## src/rtl/ram_program_loader.sv

```systemverilog
// ram_program_loader: writes a host-supplied program image into the CPU RAM over the shared bus while holding the CPU
module ram_program_loader #(
    parameter int ADDR_W    = 4,
    parameter int RAM_BYTES = 16
) (
    input  logic            clk,
    input  logic            rst_n,
    input  logic            load_en,
    input  logic [7:0]      in_data,
    input  logic            in_valid,
    output logic            in_ack,
    output logic [7:0]      bus_out,
    output logic            bus_oe,
    output logic            nLma,
    output logic            nLmd,
    output logic            nLr,
    output logic            cpu_hold,
    output logic            done,
    output logic [ADDR_W:0] byte_count
);
    typedef enum logic [2:0] {
        S_IDLE, S_WAIT_VALID, S_CAPTURE, S_ADDR, S_DATA, S_WRITE, S_ACK, S_DONE
    } state_t;

    localparam logic [ADDR_W:0] L_LAST = (ADDR_W + 1)'(RAM_BYTES - 1);

    state_t          r_state, w_next;
    logic            r_load_m, r_load_s, r_valid_m, r_valid_s;
    logic [7:0]      r_data_q;
    logic [ADDR_W:0] r_count;
    logic            w_abort;

    assign w_abort    = !r_load_s && r_state != S_IDLE && r_state != S_DONE;
    assign byte_count = r_count;

    // two-flop synchronizers for the host strobes
    always_ff @(posedge clk or negedge rst_n) begin
        if (!rst_n) begin
            r_load_m  <= 1'b0;
            r_load_s  <= 1'b0;
            r_valid_m <= 1'b0;
            r_valid_s <= 1'b0;
        end else begin
            r_load_m  <= load_en;
            r_load_s  <= r_load_m;
            r_valid_m <= in_valid;
            r_valid_s <= r_valid_m;
        end
    end

    // state register; reset drops every strobe immediately
    always_ff @(posedge clk or negedge rst_n) begin
        if (!rst_n) r_state <= S_IDLE;
        else        r_state <= w_next;
    end

    // next-state: fixed walk through the write sequence, abort wins everywhere except IDLE/DONE
    always_comb begin
        w_next = r_state;
        if (w_abort) w_next = S_IDLE;
        else begin
            case (r_state)
                S_IDLE:       w_next = r_load_s ? S_WAIT_VALID : S_IDLE;
                S_WAIT_VALID: w_next = r_valid_s ? S_CAPTURE : S_WAIT_VALID;
                S_CAPTURE:    w_next = S_ADDR;
                S_ADDR:       w_next = S_DATA;
                S_DATA:       w_next = S_WRITE;
                S_WRITE:      w_next = S_ACK;
                S_ACK:        w_next = r_valid_s ? S_ACK : (r_count == L_LAST ? S_DONE : S_WAIT_VALID);
                S_DONE:       w_next = r_load_s ? S_DONE : S_IDLE;
                default:      w_next = S_IDLE;
            endcase
        end
    end

    // byte latch and write counter; the count only advances on a completed handshake
    always_ff @(posedge clk or negedge rst_n) begin
        if (!rst_n) begin
            r_data_q <= 8'h00;
            r_count  <= '0;
        end else begin
            if (r_state == S_WAIT_VALID && r_valid_s) r_data_q <= in_data;
            if (w_abort || (r_state == S_IDLE && r_load_s)) r_count <= '0;
            else if (r_state == S_ACK && !r_valid_s) r_count <= r_count + 1'b1;
        end
    end

    // Moore output decode from the state register only
    always_comb begin
        in_ack   = r_state == S_ACK;
        bus_oe   = r_state == S_ADDR || r_state == S_DATA;
        bus_out  = r_state == S_ADDR ? 8'(r_count[ADDR_W-1:0]) : (r_state == S_DATA ? r_data_q : 8'h00);
        nLma     = r_state != S_ADDR;
        nLmd     = r_state != S_DATA;
        nLr      = r_state != S_WRITE;
        cpu_hold = r_state != S_IDLE && r_state != S_DONE;
        done     = r_state == S_DONE;
    end
endmodule

```

## config.mk

```make
export PLATFORM = sky130hd
export DESIGN_NAME = ram_program_loader
export DESIGN_NICKNAME = d
export VERILOG_FILES = /design/src/rtl/ram_program_loader.sv
export SDC_FILE = /design/constraint.sdc
export NUM_CORES = 1
export LEC_CHECK = 0
export BUFFER_PORTS_ARGS = -buffer_cell sky130_fd_sc_hd__buf_2
export CAP_MARGIN = 20
export CORE_UTILIZATION = 25
export DETAILED_ROUTE_END_ITERATION = 7
export PLACE_DENSITY_LB_ADDON = 0.3
export SETUP_SLACK_MARGIN = 0.02
export SYNTH_ARGS = -nofsm -noshare
export SYNTH_HDL_FRONTEND = slang
export SYNTH_SLANG_ARGS = --single-unit
```

## constraint.sdc

```tcl
create_clock -name clk -period 1.8 [get_ports clk]
set_clock_uncertainty 0.1 [all_clocks]
set_input_delay 0.27 -clock clk [delete_from_list [all_inputs] [get_ports clk]]
set_output_delay 0.27 -clock clk [all_outputs]
set_load 0.005 [all_outputs]
```

; Word-level counts from Yosys, hierarchy flattened
; Cells that the tools add are included.
[classes]
n_addsub = 1
n_eq_ne = 12
n_mux = 11
n_reduce_logical = 13
[op_table]
columns = operator, n
row1 = 3-bit one-hot mux with 8 select lines, 1
row2 = 8-bit 2-to-1 mux, 2
row3 = 3-bit == test (second input constant), 4
row4 = 3-bit 2-to-1 mux, 4
row5 = 5-bit 2-to-1 mux, 2
row6 = 3-bit inequality test (second input constant), 3
row7 = 3-bit by 2-bit == test with 1-bit output (second input constant), 2
row8 = 1-bit logical AND, 6
row9 = 5-bit by 1-bit adder with 5-bit output (second input constant), 1
row10 = 5-bit by 4-bit == test with 1-bit output (second input constant), 1
row11 = 3-bit by 1-bit == test with 1-bit output (second input constant), 1
row12 = 3-bit zero test, 1
row13 = 3-bit by 2-bit inequality test with 1-bit output (second input constant), 1
row14 = 3-bit nonzero test, 1
row15 = 1-bit zero test, 2
row16 = 1-bit logical OR, 2
row17 = 2-bit 2-to-1 mux, 1
row18 = 2-bit nonzero test, 1
row19 = 1-bit 2-to-1 mux, 1
[word_totals]
register_bits = 20
in_bits = 12
output_inout_bits = 20
elab_cells = 44

; Longest topological paths before layout
[logic_depth]
ltp_word = 5
mapped_depth = 6
depth_no_buf = 6

; Least setup slack after synthesis
; Ideal clock, no wire load.
[synth_timing]
path_type = reg-to-output
from = reg r_state[0]
to = out bus_out[0]
arrival_ns = 1.133
t_required_ns = 1.430
setup_slack_ns = 0.297
path_stages_with_launch = 4
n_path_buf = 1
cell_sequence = dfrtp_1 > buf_2 > nor3b_2 > a22o_1
[synth_via]
elab_chain_cells = 3
elab_cells_between_ends = 4
classes_between = eq/ne (2) / mux (2)
[synth_lines]
columns = item, line_no
row1 = start: declaration, 27  ; state_t r_state, w_next;
row2 = start signal: assignment, 54  ; else r_state <= w_next;
row3 = 3-bit == test, 92  ; bus_out = r_state == S_ADDR ? 8'(r_count[ADDR_W-1:0]) : (r_state == S_DATA ? r_data_q : 8'h00);
row4 = 8-bit 2-to-1 mux, 92
row5 = 8-bit 2-to-1 mux *, 92
row6 = end: declaration, 12  ; output logic [7:0] bus_out,
; Mark *: on every way between the ends. The rest lies on a longest branch, timed or not.

; Final worst setup path
[layout_timing]
from = reg r_state[0]
to = out bus_out[3]
; The elaborated chain is that of the path after synthesis.

==> summary.md <==
| Metric | Value |
|---|---|
| Hold depth | `1` |
| Post-Synthesis Cells | `91` |
| Post-synthesis sequential area ratio | `a little under half` |
| Clock sinks | `20` |
| Post-route DRC | `0` |
| Synth Area in Compound Gates | `approximately 15%` |
| Ys Warns | `0` |
| XOR/XNOR share of the synthesized area | `less than 1%` |
| Hold Fails Final Rpt | `0` |
| Post-Synth Simple-Gate Area | `around 17%` |
| RSZ-0062 raised after global routing | `true` |
| Max frequency | `approximately 0.57 GHz` |
| Max-cap viol count | `0` |
| GRT Resource Usage Total | `about 11%` |
| Slowest CP cell | `dfrtp_2` |
| Min Tclk post-route | `1.757 ns` |
| Die X | `66.61 um` |
| Crit. End Element | `primary output` |
| Synth Cell Area | `1044 um^2` |
| RR Endpoint | `r_data_q[3]` |
| Clock buffer count from CTS | `3` |
| Tcrit/Tclk final | `between 90 and 100%` |
| First-pass GRT wire length | `roughly 3.8 mm` |
| Worst Max-Slew Pin Slew | `between 0.4 and 0.5 ns` |
| FF+latch count, synth | `20` |
| Hold Path Sink | `r_load_m` |
| Top_reg_cell synth | `dfrtp_1` |
| Die area | `between 4000 and 5000 um^2` |
| CTS tree | `done` |
| Mux cell area share after synthesis | `12.47%` |
| Post-route ant nets | `0` |
| P per Cell Area | `roughly 830 nW/um^2` |
| Drt pass-1 iters | `3` |
| Input/output buffers | `31` |
| Netlist cell types | `33` |
| Antenna violations before repair | `0` |
| Core area | `between 4000 and 5000 um^2` |
| Mapped Avg Cell Area | `11.47 um^2` |
| Async SR Flop Fraction | `between 90% and 100%` |
| Share of layout cells above drive strength 1 | `around half` |
| Total Power | `0.001172 W` |
| Gr ovfl total | `0` |
| Total Wirelength | `around 2.5 mm` |
| DR vias | `853` |
| Final core utilization | `35.31%` |
| Drt first-iter violations | `10` |
| HP Class | `in -> reg` |
| CP max stage delay | `roughly 0.46 ns` |
| Hpwl dp | `1.739 mm` |
| Status | `complete, no violations` |
| CTS Root Cell | `clkbuf_8` |
| Syn-to-layout area delta | `35.37%` |
| Critical hold path startpoint | `load_en` |
| Type of the worst setup path | `reg -> out` |
| Clock-pin slew on the worst setup and hold paths | `0.08 ns` |
| Vias in the first global route | `slightly above 800` |
| Syn Nets | `105` |
| N_diodes | `0` |
| Largest family of logic cells by synthesized area | `simple AND/OR/NAND/NOR gates` |
| Worst endpoint required time | `1.43 ns` |
| DR WL/cell | `around 14 um` |
| Clk buf depth | `2` |
| Starting Density | `about a quarter` |
| CP startpoint kind | `flip-flop` |
| CP cell instances | `buf_6 > and3b_2 > a22o_1 > buf_2` |
| Largest net degree at the start of global routing | `21` |
| Final setup violation count | `0` |
| Worst slew margin | `between 60% and 70%` |
| R2R cell count | `6` |
| Synth Area in Adders | `2.398%` |
| Worst-path fanout max | `5` |
| Post-synth EDFFs | `0` |
| R2r setup slk | `0.09 ns` |
| Cell row count | `23` |
| Worst EP arrival | `around 1.4 ns` |
| Crit Reg-Reg Startpoint | `r_state[0]` |
| Drt via density | `~4.6` |
| Num ports | `32` |
| Chip height | `approximately 67 um` |
| H-tree levels | `1` |
| Lkg Pwr | `around 0.70 nW` |
| Clk_lat worst skew | `between 0.2 and 0.3 ns` |
| Peak supply drop | `360.9 uV` |
| Final nets | `approximately 150` |
| Final Wtd Congestion | `~0.77` |
| Fin. max-slew vios | `0` |
[layout by cell type, fill, tap and decap left out, drive strengths merged, types with 2 or more instances in the layout]
cell type	count
and3	3
a211oi	2
nor2	4
ha	2
nand2	5
nand3	2
and2	4
o21ai	5
mux2	8
nor3b	2
inv	6
or3	2
clkbuf	5
dfrtp	20
a22o	4
a21oi	5
buf	44
[state kept, by name (all words and copies together) (netlist names)]
signal	cells
r_data_q	8
r_valid_m	1
r_state	3
r_load_s	1
r_load_m	1
r_valid_s	1
byte_count	5
[worst max path at each step]
| stage | slack (ns) | cells past startpoint | start | to |
|---|---|---|---|---|
| global route | -0.006 | 4 | r_state[0] | bus_out[5] |
| global placement | 0.23 | 4 | r_state[1] | byte_count[0] |
| floorplan | 0.30 | 3 | r_state[0] | bus_out[0] |
| CTS | 0.03 | 4 | r_state[1] | bus_out[3] |
| detailed placement | 0.20 | 4 | r_state[0] | r_data_q[1] |
| finish | 0.04 | 4 | r_state[0] | bus_out[3] |
[where the power goes]
part / switching, W / internal (W) / leakage [nW]
registers: 0.0000506 / 0.000517 / 0.245
logic: 0.0000985 / 0.000158 / 0.431
clock network: 0.000154 / 0.000195 / 0.0288
total: 0.000303 / 0.000869 / 0.705
[per-layer routing]
| layer | track usage (%) | share of wire [%] | vias to the layer above | routed length, um |
|---|---|---|---|---|
| li1 | - | - | 416 | - |
| met1 | 13.77 | 44 | 419 | 1130 |
| met3 | 2.397 | 3.2 | 4 | 81 |
| met2 | 19.32 | 51 | 14 | 1306 |
| met4 | 4.787 | 1.2 | 0 | 30 |
| met5 | 0 | 0 | - | 0 |
[stage by stage]
| stage | hold WS, ns | cells | worst slack, ns | cell area [um^2] | TNS, ns |
|---|---|---|---|---|---|
| after floorplan | -0.1256 | 91 | 0.2972 | 1044 | 0 |
| after global placement | 0.1369 | 173 | 0.2274 | 1270 | 0 |
| after detailed placement | 0.1476 | 173 | 0.1992 | 1270 | 0 |
| after CTS | 0.01345 | 182 | 0.02731 | 1369 | 0 |
| after global routing | 0.008041 | 187 | -0.006260 | 1413 | -0.02154 |
| final | 0.01461 | 187 | 0.04304 | 1413 | 0 |
[kinds of logic after synthesis]
group                    after synthesis
buffers and inverters                 10
XOR/XNOR                               1
flip-flops                            20
AND/OR/NAND/NOR                       28
multiplexers                           9
AO/OA/AOI/OAI                         21
adder cells (fa/ha/maj)                2
[area by class of cell]
class / count / area (um^2)
inverter: 6 / 22.52
timing repair buffer: 46 / 269.0
clock buffer: 4 / 55.05
fill: 400 / 2587
multi-input combinational: 61 / 499.2
sequential: 20 / 504.2
tap: 50 / 62.56
[Yosys cell counts (all sizes together), types with 3 or more instances]
cell type  instances  area (um^2)
a21oi              5        28.78
a22o               4        35.03
and2               4        25.02
and3               3        18.77
buf                4        28.78
dfrtp             20        500.5
inv                6        22.52
mux2               8        120.1
nand2              5        18.77
nor2               4        15.01
o21ai              5        25.02
[what timing repair did]
| item | in CTS | in global routing |
|---|---|---|
| pin swaps | 0 | 0 |
| endpoints found under the hold margin | 20 | 0 |
| buffers inserted | 4 | 4 |
| resized for setup | 3 | 4 |
| cloned | 0 | 1 |
| setup endpoints to repair | 9 | 10 |
| hold buffers | 1 | 0 |
[critical path, delay by kind of cell, from the launching register on]
kind / cells / cell delay (ns)
AND/OR/NAND/NOR: 1 / 0.22
AO/OA/AOI/OAI: 1 / 0.19
flip-flops: 1 / 0.46
buffers and inverters: 2 / 0.25
Note: power is estimated with default switching activity, not from simulation.
